## src/rtl/if_id_queue.sv

```systemverilog
// if_id_queue: IF/ID pipeline buffer. A DEPTH-entry circular instruction queue
// feeds a registered decode-side output stage, letting fetch run ahead while
// decode stalls. An EX-resolved branch flushes the queue and the output stage.
//
// Optional feature macro: IFQ_BYPASS_EN
//   defined   -> with an empty queue and no stall, an accepted instruction goes
//                straight to the output stage (1-cycle latency).
//   undefined -> every accepted instruction is queued first (2-cycle latency).
//
// Ports:
//   clk            system clock, rising edge
//   rst            asynchronous active-low reset
//   if_flag        IF presents a valid instruction
//   if_pc/if_inst  presented PC / instruction word
//   if_full        queue full, IF must hold (combinational from count)
//   id_stall       ID holding; output stage does not advance
//   branch_from_ex flush request from EX
//   id_flag        output stage holds a valid instruction
//   id_pc/id_inst  PC / instruction to ID
//   ifq_count      registered queue occupancy
module if_id_queue #(
  parameter int unsigned ADDR_W = 32,
  parameter int unsigned INST_W = 32,
  parameter int unsigned DEPTH  = 4
) (
  input  logic                     clk,
  input  logic                     rst,
  input  logic                     if_flag,
  input  logic [ADDR_W-1:0]        if_pc,
  input  logic [INST_W-1:0]        if_inst,
  output logic                     if_full,
  input  logic                     id_stall,
  input  logic                     branch_from_ex,
  output logic                     id_flag,
  output logic [ADDR_W-1:0]        id_pc,
  output logic [INST_W-1:0]        id_inst,
  output logic [$clog2(DEPTH):0]   ifq_count
);

  localparam int unsigned PTR_W = $clog2(DEPTH);
  localparam int unsigned CNT_W = PTR_W + 1;

  logic [ADDR_W-1:0] mem_pc   [DEPTH];
  logic [INST_W-1:0] mem_inst [DEPTH];

  logic [PTR_W-1:0]  rd_ptr, rd_ptr_next;
  logic [PTR_W-1:0]  wr_ptr, wr_ptr_next;
  logic [CNT_W-1:0]  count, count_next;

  logic              flag_next;
  logic [ADDR_W-1:0] pc_next;
  logic [INST_W-1:0] inst_next;

  logic              push;
  logic              pop;
  logic              bypass;
  logic              push_q;

  // Full is taken from the pre-edge count, so a full queue rejects a push
  // even when a pop happens in the same cycle.
  assign if_full   = (count == CNT_W'(DEPTH));
  assign ifq_count = count;

  // Handshake decode: flush suppresses both push and pop.
  always_comb begin
    push = if_flag & ~if_full & ~branch_from_ex;
    pop  = ~id_stall & (count != '0) & ~branch_from_ex;
`ifdef IFQ_BYPASS_EN
    bypass = push & ~id_stall & (count == '0);
`else
    bypass = 1'b0;
`endif
    push_q = push & ~bypass;
  end

  // Next-state for pointers, occupancy and the output stage.
  always_comb begin
    rd_ptr_next = rd_ptr;
    wr_ptr_next = wr_ptr;
    count_next  = count;
    flag_next   = id_flag;
    pc_next     = id_pc;
    inst_next   = id_inst;

    if (branch_from_ex) begin
      rd_ptr_next = '0;
      wr_ptr_next = '0;
      count_next  = '0;
      flag_next   = 1'b0;
      pc_next     = '0;
      inst_next   = '0;
    end else begin
      if (push_q) wr_ptr_next = wr_ptr + PTR_W'(1);
      if (pop)    rd_ptr_next = rd_ptr + PTR_W'(1);
      count_next = count + CNT_W'(push_q) - CNT_W'(pop);

      // Output advances only when ID is not stalled; no source means bubble.
      if (!id_stall) begin
        if (pop) begin
          flag_next = 1'b1;
          pc_next   = mem_pc[rd_ptr];
          inst_next = mem_inst[rd_ptr];
        end else if (bypass) begin
          flag_next = 1'b1;
          pc_next   = if_pc;
          inst_next = if_inst;
        end else begin
          flag_next = 1'b0;
          pc_next   = '0;
          inst_next = '0;
        end
      end
    end
  end

  // Control and output-stage registers.
  always_ff @(posedge clk or negedge rst) begin
    if (!rst) begin
      rd_ptr  <= '0;
      wr_ptr  <= '0;
      count   <= '0;
      id_flag <= 1'b0;
      id_pc   <= '0;
      id_inst <= '0;
    end else begin
      rd_ptr  <= rd_ptr_next;
      wr_ptr  <= wr_ptr_next;
      count   <= count_next;
      id_flag <= flag_next;
      id_pc   <= pc_next;
      id_inst <= inst_next;
    end
  end

  // Queue storage; contents are don't-care after reset or flush.
  always_ff @(posedge clk) begin
    if (push_q) begin
      mem_pc[wr_ptr]   <= if_pc;
      mem_inst[wr_ptr] <= if_inst;
    end
  end

endmodule

```

## config.mk

```make
export PLATFORM = sky130hd
export DESIGN_NAME = if_id_queue
export DESIGN_NICKNAME = d
export VERILOG_FILES = /design/src/rtl/if_id_queue.sv
export SDC_FILE = /design/constraint.sdc
export NUM_CORES = 1
export LEC_CHECK = 0
export ABC_AREA = 1
export CORE_UTILIZATION = 45
export DETAILED_ROUTE_END_ITERATION = 8
export DONT_BUFFER_PORTS = 1
export HOLD_SLACK_MARGIN = 0.08
export MAX_ROUTING_LAYER = met4
export SLEW_MARGIN = 20
export SYNTH_ARGS = -nofsm -noshare
export SYNTH_HDL_FRONTEND = slang
export SYNTH_SLANG_ARGS = --single-unit
```

## constraint.sdc

```tcl
create_clock -name clk -period 8.37 [get_ports clk]
set_input_delay 0.4185 -clock clk [delete_from_list [all_inputs] [get_ports clk]]
set_output_delay 0.4185 -clock clk [all_outputs]
set_load 0.005 [all_outputs]
```

# Yosys cells after proc, flatten, opt, wreduce, memory -nomap -nowiden
# Memory sizes are Yosys's and may differ from the RTL's.
# Cells that the tools add are included.
# classes
muxes	16
add_sub_neg	4
n_bitwise	7
reduce_logical	3
eq_ne	2
# op_table
operator	n
$mux W32	6
$mux W2	4
$mux W1	5
$add A2 B1 Y2 const B	2
$and A1 B1 Y1	4
$reduce_bool A2 Y1	2
$add A3 B1 Y3	1
$eq A3 B3 Y1 const B	1
$mux W3	1
$not A1 Y1	3
$reduce_bool A3 Y1	1
$sub A3 B1 Y3	1
$ne A2 B1 Y1 const B	1
# totals
memories	2
mem_bits_rw	256
output_inout_bits	69
reg_bits	72
inputBits	69
# mem_list
memory	words	width	rd	rd_clocked_by_memory_dff	write_ports	line	text
mem_inst	4	32	1	0	1	44	logic [INST_W-1:0] mem_inst [DEPTH];
mem_pc	4	32	1	0	1	43	logic [ADDR_W-1:0] mem_pc [DEPTH];

# Longest topological paths before layout
# Gate-level depths: netlist (run 1).
# logic_depth
depth_word	7
ltp_mapped	13
ltp_nobuf	12

# Least setup slack after synthesis (run 1)
# No wires, ideal clock.
# synth_timing
path_type	reg-to-reg
startpoint	register count[1] (netlist: ifq_count[1])
endpoint	memory mem_inst[0][0] (enable)
arrival_ns	3.470
t_required_ns	7.883
synth_period_minus_slack_ns	3.956
stages_incl_launch_ff	5
path_buffers	0
path_slack_ns	4.414
setup_ns	0.487
path_cell_list	dfrtp_1 > nor2_2 > nand2_1 > nand3_1 > nor2_1
# synth_via
elab_chain_cells	6
# synth_rtl
element	line	text
start, declared	48	logic [CNT_W-1:0] count, count_next;
start signal, assigned	128	count <= count_next;
$eq A3 B3 Y1	61	assign if_full = (count == CNT_W'(DEPTH));
$not A1 Y1	66	push = if_flag & ~if_full & ~branch_from_ex;
$and A1 B1 Y1 (2 in series)	66	
$mux W1	137	if (push_q) begin
$mux W1 (not written as such)	139	mem_inst[wr_ptr] <= if_inst;
end, declared	44	
# No other way between the ends.

# Worst setup path after layout (run 1)
# layout_timing
startpoint	register rd_ptr[0]
endpoint	register id_inst[5]
# layout_via
elab_chain_cells	4
# layout_rtl
element	line	text
start, declared	46	logic [PTR_W-1:0] rd_ptr, rd_ptr_next;
start signal, assigned	126	rd_ptr <= rd_ptr_next;
$mem_v2 Z4 W32	n/a	
$mux W32	99	if (pop) begin
$mux W32	98	if (!id_stall) begin
$mux W32	85	if (branch_from_ex) begin
end signal, assigned	131	id_inst <= inst_next;
end, declared	36	output logic [INST_W-1:0] id_inst,
# No other way between the ends. The select of a mux whose other input is x is not followed.
# A chain may end at the register's enable or synchronous reset.

==> summary.txt, run 1 <==
status = complete, no violations
dpl ws = 5.76 ns
crit path time final = 2.59 ns
CTS tree = done
grt ovf = 0
Final Power = 4.29 mW
row count = 63
synth warn = 0
Fillers = 2586
global-route wire length before repair = 44800 um
DRC viols = 0
# H-tree levels = 2
Seq/Total Area, Yosys = 69.4%
Worst-path clk slew = 0.06 ns
Cell Pwr Density = 271 nW/um^2
die height = 176 um
area grow syn2layout = 15.7%
max-slew violations = 0
routed vias = 8450
Root Buffer = clkbuf_16
CP peak stage delay = 0.78 ns
mean post-synth cell area = 10.2 sq um
Worst Hold End = ifq_count[2]
Die ar. = 31100 sq um
Worst Slack Setup Final = 5.78 ns
layout cells sized above 1 = 5.40%
RSZ-0062 raised after global routing = no
Num CTS Buffers = 37
core area = 29800 sq um
flops & latches, synth = 328
final hold viol count = 0
largest net degree at the start of global routing = 94
Port Buffers = 0
Arr. time, crit path = 2.97 ns
WL/cell = 15.6 um
Crit Path Category = flop to flop
syn nets = 1416
post-synthesis cell count = 1340
Clock Skew = 0.0167 ns
CP max-delay cell = buf_4
Initial DRT Pass Iterations = 4
post-CTS resize count = 0
Netlist cell types = 19
CTS Sinks = 328
Synth Cell Area = 13700 sq um
reg-to-reg startpoint = rd_ptr[0]
routed vias/inst = 4.65
All-Layer GR Usage = 19.4%
Starting Density = 45.9%
fin crit share = 30.9%
peak ir drop on the vdd network = 0.160 mV
area of the multi-input gates = 2850 sq um
worst min path class = input pin to flop
cell depth of the worst flop-to-flop path = 7
Setup crit end kind = flop
max_cap viols = 0
RD Place Congestion = 0.692
initial antenna violation count = 2
Crit Path Max Fanout = 75
I/O pin count = 138
setup_tns = 0 ns
post-DP HPWL = 14100 um
final wirelength = 28300 um
r2r setup slk = 5.78 ns
Critical Path RT = 8.76 ns
via count of the first global-routing pass = 8217
Setup Viol. Count Final = 0
Skew-Pair Late Insertion Delay = 0.52 ns
reg-to-reg endpoint = id_inst[5]
hold path start = branch_from_ex
crit-path most repeated cell = nand2_1
Final ANT Viol Nets = 0
DRT iter0 DRCs = 511
fmax = 0.387 GHz
fin nets = 1475
CP Launch Type = flop
crit path cell chain = inv_4 -> buf_4 -> nand2_1 -> nand3_1 -> nand2_1 -> nand2_1 -> nand2_1
Lkg Pwr = 7.37 nW
relative slew slack = 26.0%
Chip Width = 176 um
Bufs on Longest Clock Path = 3
Slew @ Worst Pin = 1.11 ns
register area = 9500 sq um
Hold Worst Slack = 0.110 ns
Hold Path Depth = 3
[how the worst max path moves through the flow]
stage / startpoint / endpoint / slack, ns / cells past startpoint
finish: rd_ptr[0] / id_inst[5] / 5.78 / 7
floorplan: ifq_count[1] / mem_inst[0][0] / 4.41 / 4
detailed placement: rd_ptr[0] / id_inst[5] / 5.76 / 7
global route: rd_ptr[0] / id_pc[3] / 5.56 / 7
global placement: rd_ptr[0] / id_pc[3] / 5.82 / 7
CTS: rd_ptr[0] / id_inst[5] / 5.73 / 7
[worst max-delay path: cells and delay by family (launching register included)]
| family | cells | cell delay, ns |
|---|---|---|
| flops | 1 | 0.67 |
| simple gates | 5 | 0.43 |
| buf+inv | 2 | 1.30 |
[cell usage after synthesis]
cell | instances | area [sq um]
buf_1 | 1 | 3.75
buf_2 | 38 | 190
buf_4 | 5 | 37.5
buf_6 | 8 | 90.1
clkbuf_1 | 5 | 18.8
dfrtp_1 | 72 | 1800
edfxtp_1 | 256 | 7690
fa_1 | 1 | 20.0
ha_1 | 6 | 75.1
inv_1 | 269 | 1010
inv_2 | 5 | 18.8
nand2_1 | 521 | 1960
nand2_2 | 2 | 12.5
nand3_1 | 133 | 666
nand4_1 | 2 | 12.5
nor2_1 | 10 | 37.5
nor2_2 | 2 | 12.5
o21ai_0 | 3 | 15.0
xor2_1 | 1 | 8.76
[repair_timing]
item	4_1_cts	5_1_grt
hold buffers	67	0
setup endpoints to repair	0	0
setup buffers	0	0
endpoints found under the hold margin	331	0
[kinds of logic after synthesis]
family	synth area share [%]
DFF	69.4
buffers and inverters	10.0
AOI/OAI and AO/OA	0.110
xor gates and xnor gates	0.0641
adders and majority gates	0.695
and+or+nand+nor	19.7
[layout make-up]
| class | instances | share of cell area [%] |
|---|---|---|
| Antenna cell | 2 | 0.0316 |
| Clock buffer | 49 | 6.26 |
| Clock inverter | 18 | 1.24 |
| Inverter | 274 | 6.52 |
| Multi-Input combinational cell | 681 | 18.0 |
| Sequential cell | 328 | 60.0 |
| Tap cell | 390 | 3.08 |
| Timing Repair Buffer | 77 | 4.82 |
[power by group]
part / total, mW / switching (mW) / leakage [nW] / internal (mW)
Sequential: 2.03 / 0.116 / 3.30 / 1.91
Clock: 1.58 / 0.619 / 0.583 / 0.959
Combinational: 0.686 / 0.478 / 3.48 / 0.208
Total: 4.29 / 1.21 / 7.37 / 3.08
[metal layers]
metal	vias to the layer above	global-route usage, %	part of all wire, %
li1	4261	-	-
met2	187	30.9	48
met4	0	5.07	1.8
met3	38	4.54	5.8
met5	-	-	0
met1	3964	24.8	45
[layout by cell type, fill, tap and decap left out, drive strengths merged, types with 6 or more instances in the layout]
cell / n
nor2: 12
clkinv: 11
edfxtp: 256
clkbuf: 49
buf: 11
dlygate4sd3: 66
nand3: 133
inv: 277
dfrtp: 72
nand2: 523
ha: 6
[through the flow]
| stage | cell area (sq um) | util [%] | std cells |
|---|---|---|---|
| after floorplan | 13700 | - | 1340 |
| after global placement | 13900 | 46.8 | 1683 |
| after detailed placement | 13900 | 46.8 | 1683 |
| after CTS | 15800 | 53.1 | 1817 |
| after global routing | 15800 | 53.1 | 1819 |
| final | 15800 | 53.1 | 1819 |
[registers in the layout, indices dropped and copies added, names as in the netlist]
register   cells
mem_inst     128
ifq_count      3
mem_pc       128
id_flag        1
rd_ptr         2
wr_ptr         2
id_pc         32
id_inst       32
(Power assumes the default switching activity.)
==> inputs of run 2 (changes only) <==
--- a/config.mk
+++ b/config.mk
@@ -5,7 +5,7 @@
 export SDC_FILE = /design/constraint.sdc
 export NUM_CORES = 1
 export LEC_CHECK = 0
-export ABC_AREA = 1
+export ABC_AREA = 0
 export CORE_UTILIZATION = 45
 export DETAILED_ROUTE_END_ITERATION = 8
 export DONT_BUFFER_PORTS = 1
==> constraint.sdc (replaced) <==
create_clock -name clk -period 2.65 [get_ports clk]
set_input_delay 0.1325 -clock clk [delete_from_list [all_inputs] [get_ports clk]]
set_output_delay 0.1325 -clock clk [all_outputs]
set_load 0.005 [all_outputs]
==> run 2 against run 1 <==
  * Fmax up 16%
  * Largest power group unchanged
  * Synthesized area is 12% lower
  * Via count shrank 34%
  * Clock power increased to 3.1 times the previous value
  * The flow now finishes with violations (design-rule violations)
==> summary.txt, run 2 <==
status = finished, violations left
failing checks = design-rule violations
final wirelength = 23400 um (-17%)
most numerous cell in the Yosys netlist = edfxtp_1
mean post-synth cell area = 22.8 sq um (+120%)
Synth Cell Area = 12000 sq um (-12%)
Lkg Pwr = 4.98 nW (-32%)
Initial DRT Pass Iterations = 8 (+4)
number of synthesized flops with an enable pin = 256 (unchanged)
Port Buffers = 0 (unchanged)
die height = 165 um (-6.3%)
Hold Path Depth = 5 (+2)
# Post-CTS Setup Buffers = 0 (unchanged)
P_sw = 2.86 mW (+140%)
Netlist cell types = 27 (+8)
routed vias/inst = 5.64 (+21%)
Arr. time, crit path = 2.61 ns (-0.36 ns)
Crit Path Max Fanout = 4 (-95%)
Crit Path Category = flop to flop
synth warn = 0 (unchanged)
Cell Pwr Density = 879 nW/um^2 (+220%)
combinational power share = 11.9% (-4.1 points)
largest area contributor in the synthesized netlist = edfxtp_1
fmax = 0.448 GHz (+16%)
Root Buffer = clkbuf_16
final hold viol count = 0 (unchanged)
layout cells sized above 1 = 21.4% (+16 points)
post-layout util = 54.9% (+1.8 points)
Final ANT Viol Nets = 0 (unchanged)
switching share of power = 22.7% (-5.6 points)
Seq/Total Area, Yosys = 79.1% (+9.7 points)
Worst Hold End = ifq_count[1]
Clock Skew = 0.0110 ns (-0.00574 ns)
Setup crit end kind = flop
RSZ-0062 raised after global routing = no
CP Launch Type = flop
flops & latches, synth = 328 (unchanged)
Fillers = 2007 (-22%)
DRC viols = 21 (+21)
Setup Viol. Count Final = 0 (unchanged)
worst path bufs/invs = 3 (+1)
All-Layer GR Usage = 18.3% (-1.1 points)
Die ar. = 27300 sq um (-12%)
Seq pwr share = 49.7% (+2.5 points)
worst min path class = input pin to flop
Num CTS Buffers = 35 (-5.4%)
Worst-path clk slew = 0.06 ns (about the same)
placed cells = 848 (-50%)
grt ovf = 0 (unchanged)
r2r setup slk = 0.42 ns (-5.37 ns)
DRT iter0 DRCs = 384 (-25%)
area grow syn2layout = 19.6%
CP max-delay cell = dfrtp_1
commonest non-fill, non-tap cell in the layout = edfxtp_1
placed cell areas = 12500 sq um (-11%)
reg-to-reg startpoint = ifq_count[2]
initial antenna violation count = 0 (-2)
CTS tree = done
hold path start = branch_from_ex
ANT cells = 0 (-2)
family with the most delay on the worst path = adder cells
Bufs on Longest Clock Path = 3 (unchanged)
Chip Width = 165 um (-6.3%)
Starting Density = 45.9% (about the same)
crit-path most repeated cell = inv_1
Critical Path RT = 3.02 ns (-5.74 ns)
routed vias = 5535 (-34%)
post-synthesis cell count = 527 (-61%)
ys flop type = edfxtp_1
max_cap viols = 0 (unchanged)
reg-to-reg endpoint = ifq_count[2]
relative slew slack = 28.6% (+2.6 points)
post-DP HPWL = 12600 um (-11%)
area of the multi-input gates = 2290 sq um (-20%)
CP peak stage delay = 0.43 ns (-0.35 ns)
row count = 59 (-6.3%)
Skew-Pair Late Insertion Delay = 0.50 ns (-0.02 ns)
ranking of synthesized cells by area = edfxtp_1 (64%), dfrtp_1 (15%), mux4_2 (12%)
Post-synth top cells = edfxtp_1 (256), dfrtp_1 (72), a22o_1 (64), mux4_2 (64), buf_2 (15)
final cell count without fillers = 981 (-46%)
WL/cell = 23.9 um (+53%)
Post-synth ARST share = 22.0% (unchanged)
fin nets = 696 (-53%)
cell depth of the worst flop-to-flop path = 10 (+3)
fin crit share = 84.3% (+53 points)
largest net degree at the start of global routing = 73 (-22%)
# H-tree levels = 2 (unchanged)
max-slew violations = 0 (unchanged)
crit path time final = 2.23 ns (-0.352 ns)
core area = 26100 sq um (-12%)
largest registers = mem_inst x128, mem_pc x128
syn nets = 603 (-57%)
I/O pin count = 138 (unchanged)
crit path cell chain = nor3b_1 -> nor3_1 -> inv_1 -> ha_1 -> inv_1 -> ha_1 -> inv_1 -> fa_1 -> xnor2_1 -> nor2_1
peak ir drop on the vdd network = 0.613 mV (+280%)
setup_tns = 0 ns (unchanged)
global-route wire length before repair = 35500 um (-21%)
Pint = 9.74 mW (+220%)
via count of the first global-routing pass = 6009 (-27%)
Clk pwr share = 38.4% (+1.6 points)
cell area after layout = 14300 sq um (-9.3%)
CTS Hold Bufs = 70 (+4.5%)
most frequent cells in the layout = edfxtp_1 (256), dfrtp_1 (70), dlygate4sd3_1 (69)
register area = 9500 sq um (unchanged)
post-CTS resize count = 0 (unchanged)
RD Place Congestion = 0.746 (+7.9%)
Slew @ Worst Pin = 1.07 ns (-0.0389 ns)
Synth top area share = 64.1% (+7.9 points)
CTS Sinks = 328 (unchanged)
run 2: metrics by stage:
step	setup WS, ns	power, mW	hold WS [ns]
2_1_floorplan	0.404	7.41	-0.163
3_3_place_gp	0.544	7.71	-0.161
3_5_place_dp	0.452	7.75	-0.161
4_1_cts	0.425	12.8	0.107
5_1_grt	0.243	13.1	0.179
6_report	0.417	12.6	0.125
run 2: worst max-delay path by stage:
stage          slack [ns]  depth (start not counted)         start           end
2_1_floorplan        0.40                         10  ifq_count[1]  ifq_count[2]
3_3_place_gp         0.54                         10  ifq_count[2]  ifq_count[2]
3_5_place_dp         0.45                         10  ifq_count[2]  ifq_count[2]
4_1_cts              0.43                         10  ifq_count[2]  ifq_count[2]
5_1_grt              0.24                         10  ifq_count[2]  ifq_count[2]
6_report             0.42                         10  ifq_count[2]  ifq_count[2]
run 2: area by class of cell:
type | count | share of cell area, %
Sequential cell | 328 | 66.2
Multi-Input combinational cell | 162 | 15.9
Clock buffer | 55 | 7.21
Timing Repair Buffer | 86 | 6.72
Tap cell | 335 | 2.92
Clock inverter | 8 | 0.811
Inverter | 7 | 0.183
run 2: cells by family after synthesis:
kind of cell,count (synthesis),share of synthesized area (%)
adder cells (fa/ha/maj),7,0.793
flip-flops,328,79.1
multiplexers,64,12.0
AND/OR/NAND/NOR,16,0.835
XOR/XNOR,2,0.146
buffers and inverters,37,1.98
AO/OA/AOI/OAI,73,5.09
run 2: power by group through the flow:
| stage | sequential [mW] | clock, mW | combinational, mW |
|---|---|---|---|
| CTS | 6.27 | 4.95 | 1.54 |
| finish | 6.26 | 4.84 | 1.50 |
| floorplan | 6.21 | 0 | 1.20 |
| detailed placement | 6.38 | 0 | 1.37 |
| global placement | 6.36 | 0 | 1.34 |
| global route | 6.32 | 5.16 | 1.65 |
run 2: per-layer routing:
metal | part of all wire, % | track usage (%) | routed length, um
met3 | 7.2 | 5.24 | 1690
met4 | 1.8 | 4.84 | 412
met5 | 0 | - | 0
met2 | 50 | 29.6 | 11600
met1 | 41 | 22.6 | 9710
run 2: worst min-delay path: stages:
cell and delay, ns:
nor3_1 0.05, inv_1 0.05, ha_1 0.15, fa_1 0.16, nor2_1 0.04
==> inputs of run 3 (changes only) <==
--- a/config.mk
+++ b/config.mk
@@ -5,7 +5,7 @@
 export SDC_FILE = /design/constraint.sdc
 export NUM_CORES = 1
 export LEC_CHECK = 0
-export ABC_AREA = 0
+export ABC_AREA = 1
 export CORE_UTILIZATION = 45
 export DETAILED_ROUTE_END_ITERATION = 8
 export DONT_BUFFER_PORTS = 1
==> constraint.sdc (replaced) <==
create_clock -name clk -period 2.3 [get_ports clk]
set_input_delay 0.115 -clock clk [delete_from_list [all_inputs] [get_ports clk]]
set_output_delay 0.115 -clock clk [all_outputs]
set_load 0.005 [all_outputs]
==> run 3 against run 2 <==
  * The run now ends clean
  * Critical path type unchanged
  * Register-to-register slack got worse by 0.18 ns
  * Clock power rose by 14%
  * Highest routed layer unchanged
  * Clock skew fell by 0.0013 ns
  * Critical endpoint unchanged
  * Cell count rose by 86%
  * Largest power group unchanged
  * Worst hold slack got worse by 0.023 ns
==> summary.txt, run 3 (synthesized netlist as in run 1, its figures left out) <==
status = complete, no violations
Initial DRT Pass Iterations = 4 (-4)
row count = 63 (+6.8%)
Starting Density = 45.9% (about the same)
Setup Viol. Count Final = 0 (unchanged)
final wirelength = 27700 um (+18%)
RD Place Congestion = 0.743 (-0.46%)
core area = 29800 sq um (+14%)
global-route wire length before repair = 44700 um (+26%)
CTS Hold Bufs = 69 (-1.4%)
Final Power = 15.6 mW (+24%)
# Post-CTS Setup Buffers = 0 (unchanged)
Die ar. = 31100 sq um (+14%)
crit path time final = 2.07 ns (-0.167 ns)
via count of the first global-routing pass = 8572 (+43%)
grt ovf = 0 (unchanged)
Chip Width = 176 um (+6.7%)
routed vias = 8566 (+55%)
Final ANT Viol Nets = 0 (unchanged)
post-CTS resize count = 0 (unchanged)
Port Buffers = 0 (unchanged)
area of the multi-input gates = 2850 sq um (+25%)
Bufs on Longest Clock Path = 3 (unchanged)
initial antenna violation count = 2 (+2)
largest registers = mem_inst x128, mem_pc x128
register area = 9500 sq um (unchanged)
Root Buffer = clkbuf_16
dpl ws = 0.257 ns (-0.195 ns)
WL/cell = 15.2 um (-36%)
CTS tree = done
RSZ-0062 raised after global routing = no
placed cell areas = 14200 sq um (+13%)
Clock Skew = 0.00965 ns (-0.00130 ns)
fin nets = 1486 (+110%)
Crit Path Max Fanout = 4 (unchanged)
Arr. time, crit path = 2.46 ns (-0.15 ns)
routed vias/inst = 4.68 (-17%)
CP Launch Type = flop
Critical Path RT = 2.69 ns (-0.33 ns)
post-layout util = 53.7% (-1.2 points)
Setup crit end kind = flop
area grow syn2layout = 17.1%
peak ir drop on the vdd network = 0.689 mV (+12%)
# H-tree levels = 2 (unchanged)
DRT iter0 DRCs = 441 (+15%)
fmax = 0.484 GHz (+8.1%)
max-slew violations = 0 (unchanged)
Lkg Pwr = 7.45 nW (+50%)
relative slew slack = 47.1% (+18 points)
CTS Sinks = 328 (unchanged)
fin crit share = 89.9% (+5.6 points)
cell area after layout = 16000 sq um (+12%)
Skew-Pair Late Insertion Delay = 0.51 ns (about the same)
most frequent cells in the layout = nand2_1 (521), inv_1 (269), edfxtp_1 (256)
I/O pin count = 138 (unchanged)
final hold viol count = 0 (unchanged)
layout cells sized above 1 = 5.98% (-15 points)
commonest non-fill, non-tap cell in the layout = nand2_1
Slew @ Worst Pin = 0.794 ns (-0.277 ns)
Worst-path clk slew = 0.05 ns (about the same)
DRC viols = 0 (-100%)
Num CTS Buffers = 36 (+2.9%)
post-DP HPWL = 15200 um (+20%)
die height = 176 um (+6.7%)
max_cap viols = 0 (unchanged)
Worst Slack Setup Final = 0.233 ns (-0.183 ns)
largest net degree at the start of global routing = 77 (+5.5%)
worst min path class = input pin to flop
Hold Worst Slack = 0.102 ns (-0.0228 ns)
All-Layer GR Usage = 19.1% (+0.88 points)
Crit Path Category = flop to flop
Fillers = 2552 (+27%)
Cell Pwr Density = 972 nW/um^2 (+11%)
==> run 3: changes by cell type in the layout (fill, tap and decap cells not counted), sizes merged, moves of 4 or more <==
cell    change
nand2     +523
inv       +269
nand3     +133
a22o       -64
mux4       -64
nor2       +10
clkinv      +9
clkbuf      -8
a21oi       -4
and2        -4
buf         +4
==> run 3: path summary, 6_finish.rpt <==
check | endpoint | start | cells past startpoint | slack (ns)
worst max-delay path | ifq_count[2] | ifq_count[1] | 11 | 0.23
worst min-delay path | ifq_count[1] | branch_from_ex | 4 | 0.10
worst max register to register | ifq_count[2] | ifq_count[1] | 11 | 0.23
worst min register to register | id_pc[6] | id_pc[6] | 2 | 0.50
max in group asynchronous | rd_ptr[1] | rst | 2 | 1.74
min in group asynchronous | id_pc[2] | rst | 2 | 0.21
==> run 3: through the flow <==
stage / cells / TNS, ns
after detailed placement: 1693 / 0
after global placement: 1693 / 0
after floorplan: 1340 / -166.07
final: 1829 / 0
after CTS: 1827 / 0
after global routing: 1829 / 0
==> run 3: power by group <==
group	leakage, nW	internal, mW	switching [mW]
logic	3.58	0.877	1.86
registers	3.30	6.94	0.361
clock network	0.560	3.30	2.22
total	7.45	11.1	4.45
==> run 3: cell type report <==
cell class / count / area share, %
antenna: 2 / 0.0313
clock buffer: 47 / 6.01
sequential: 328 / 59.3
clock inverter: 18 / 1.13
multi-input combinational: 681 / 17.8
timing repair buffer: 89 / 6.22
inverter: 274 / 6.44
tap: 390 / 3.05
==> run 3: metal layers <==
layer / GRT usage (%) / wire length [um]
met1: 22.4 / 11600
met2: 33.1 / 14100
met3: 3.70 / 1430
met4: 6.01 / 620
met5: - / 0
==> run 3: critical path: stages (launching register included) <==
cell	delay, ns
dfrtp_1	0.46
nor2_2	0.17
nand2_2	0.09
nand2_2	0.12
nor2_4	0.04
ha_1	0.26
inv_1	0.06
ha_1	0.13
inv_1	0.05
fa_1	0.40
nor2_1	0.12
nor2_1	0.05
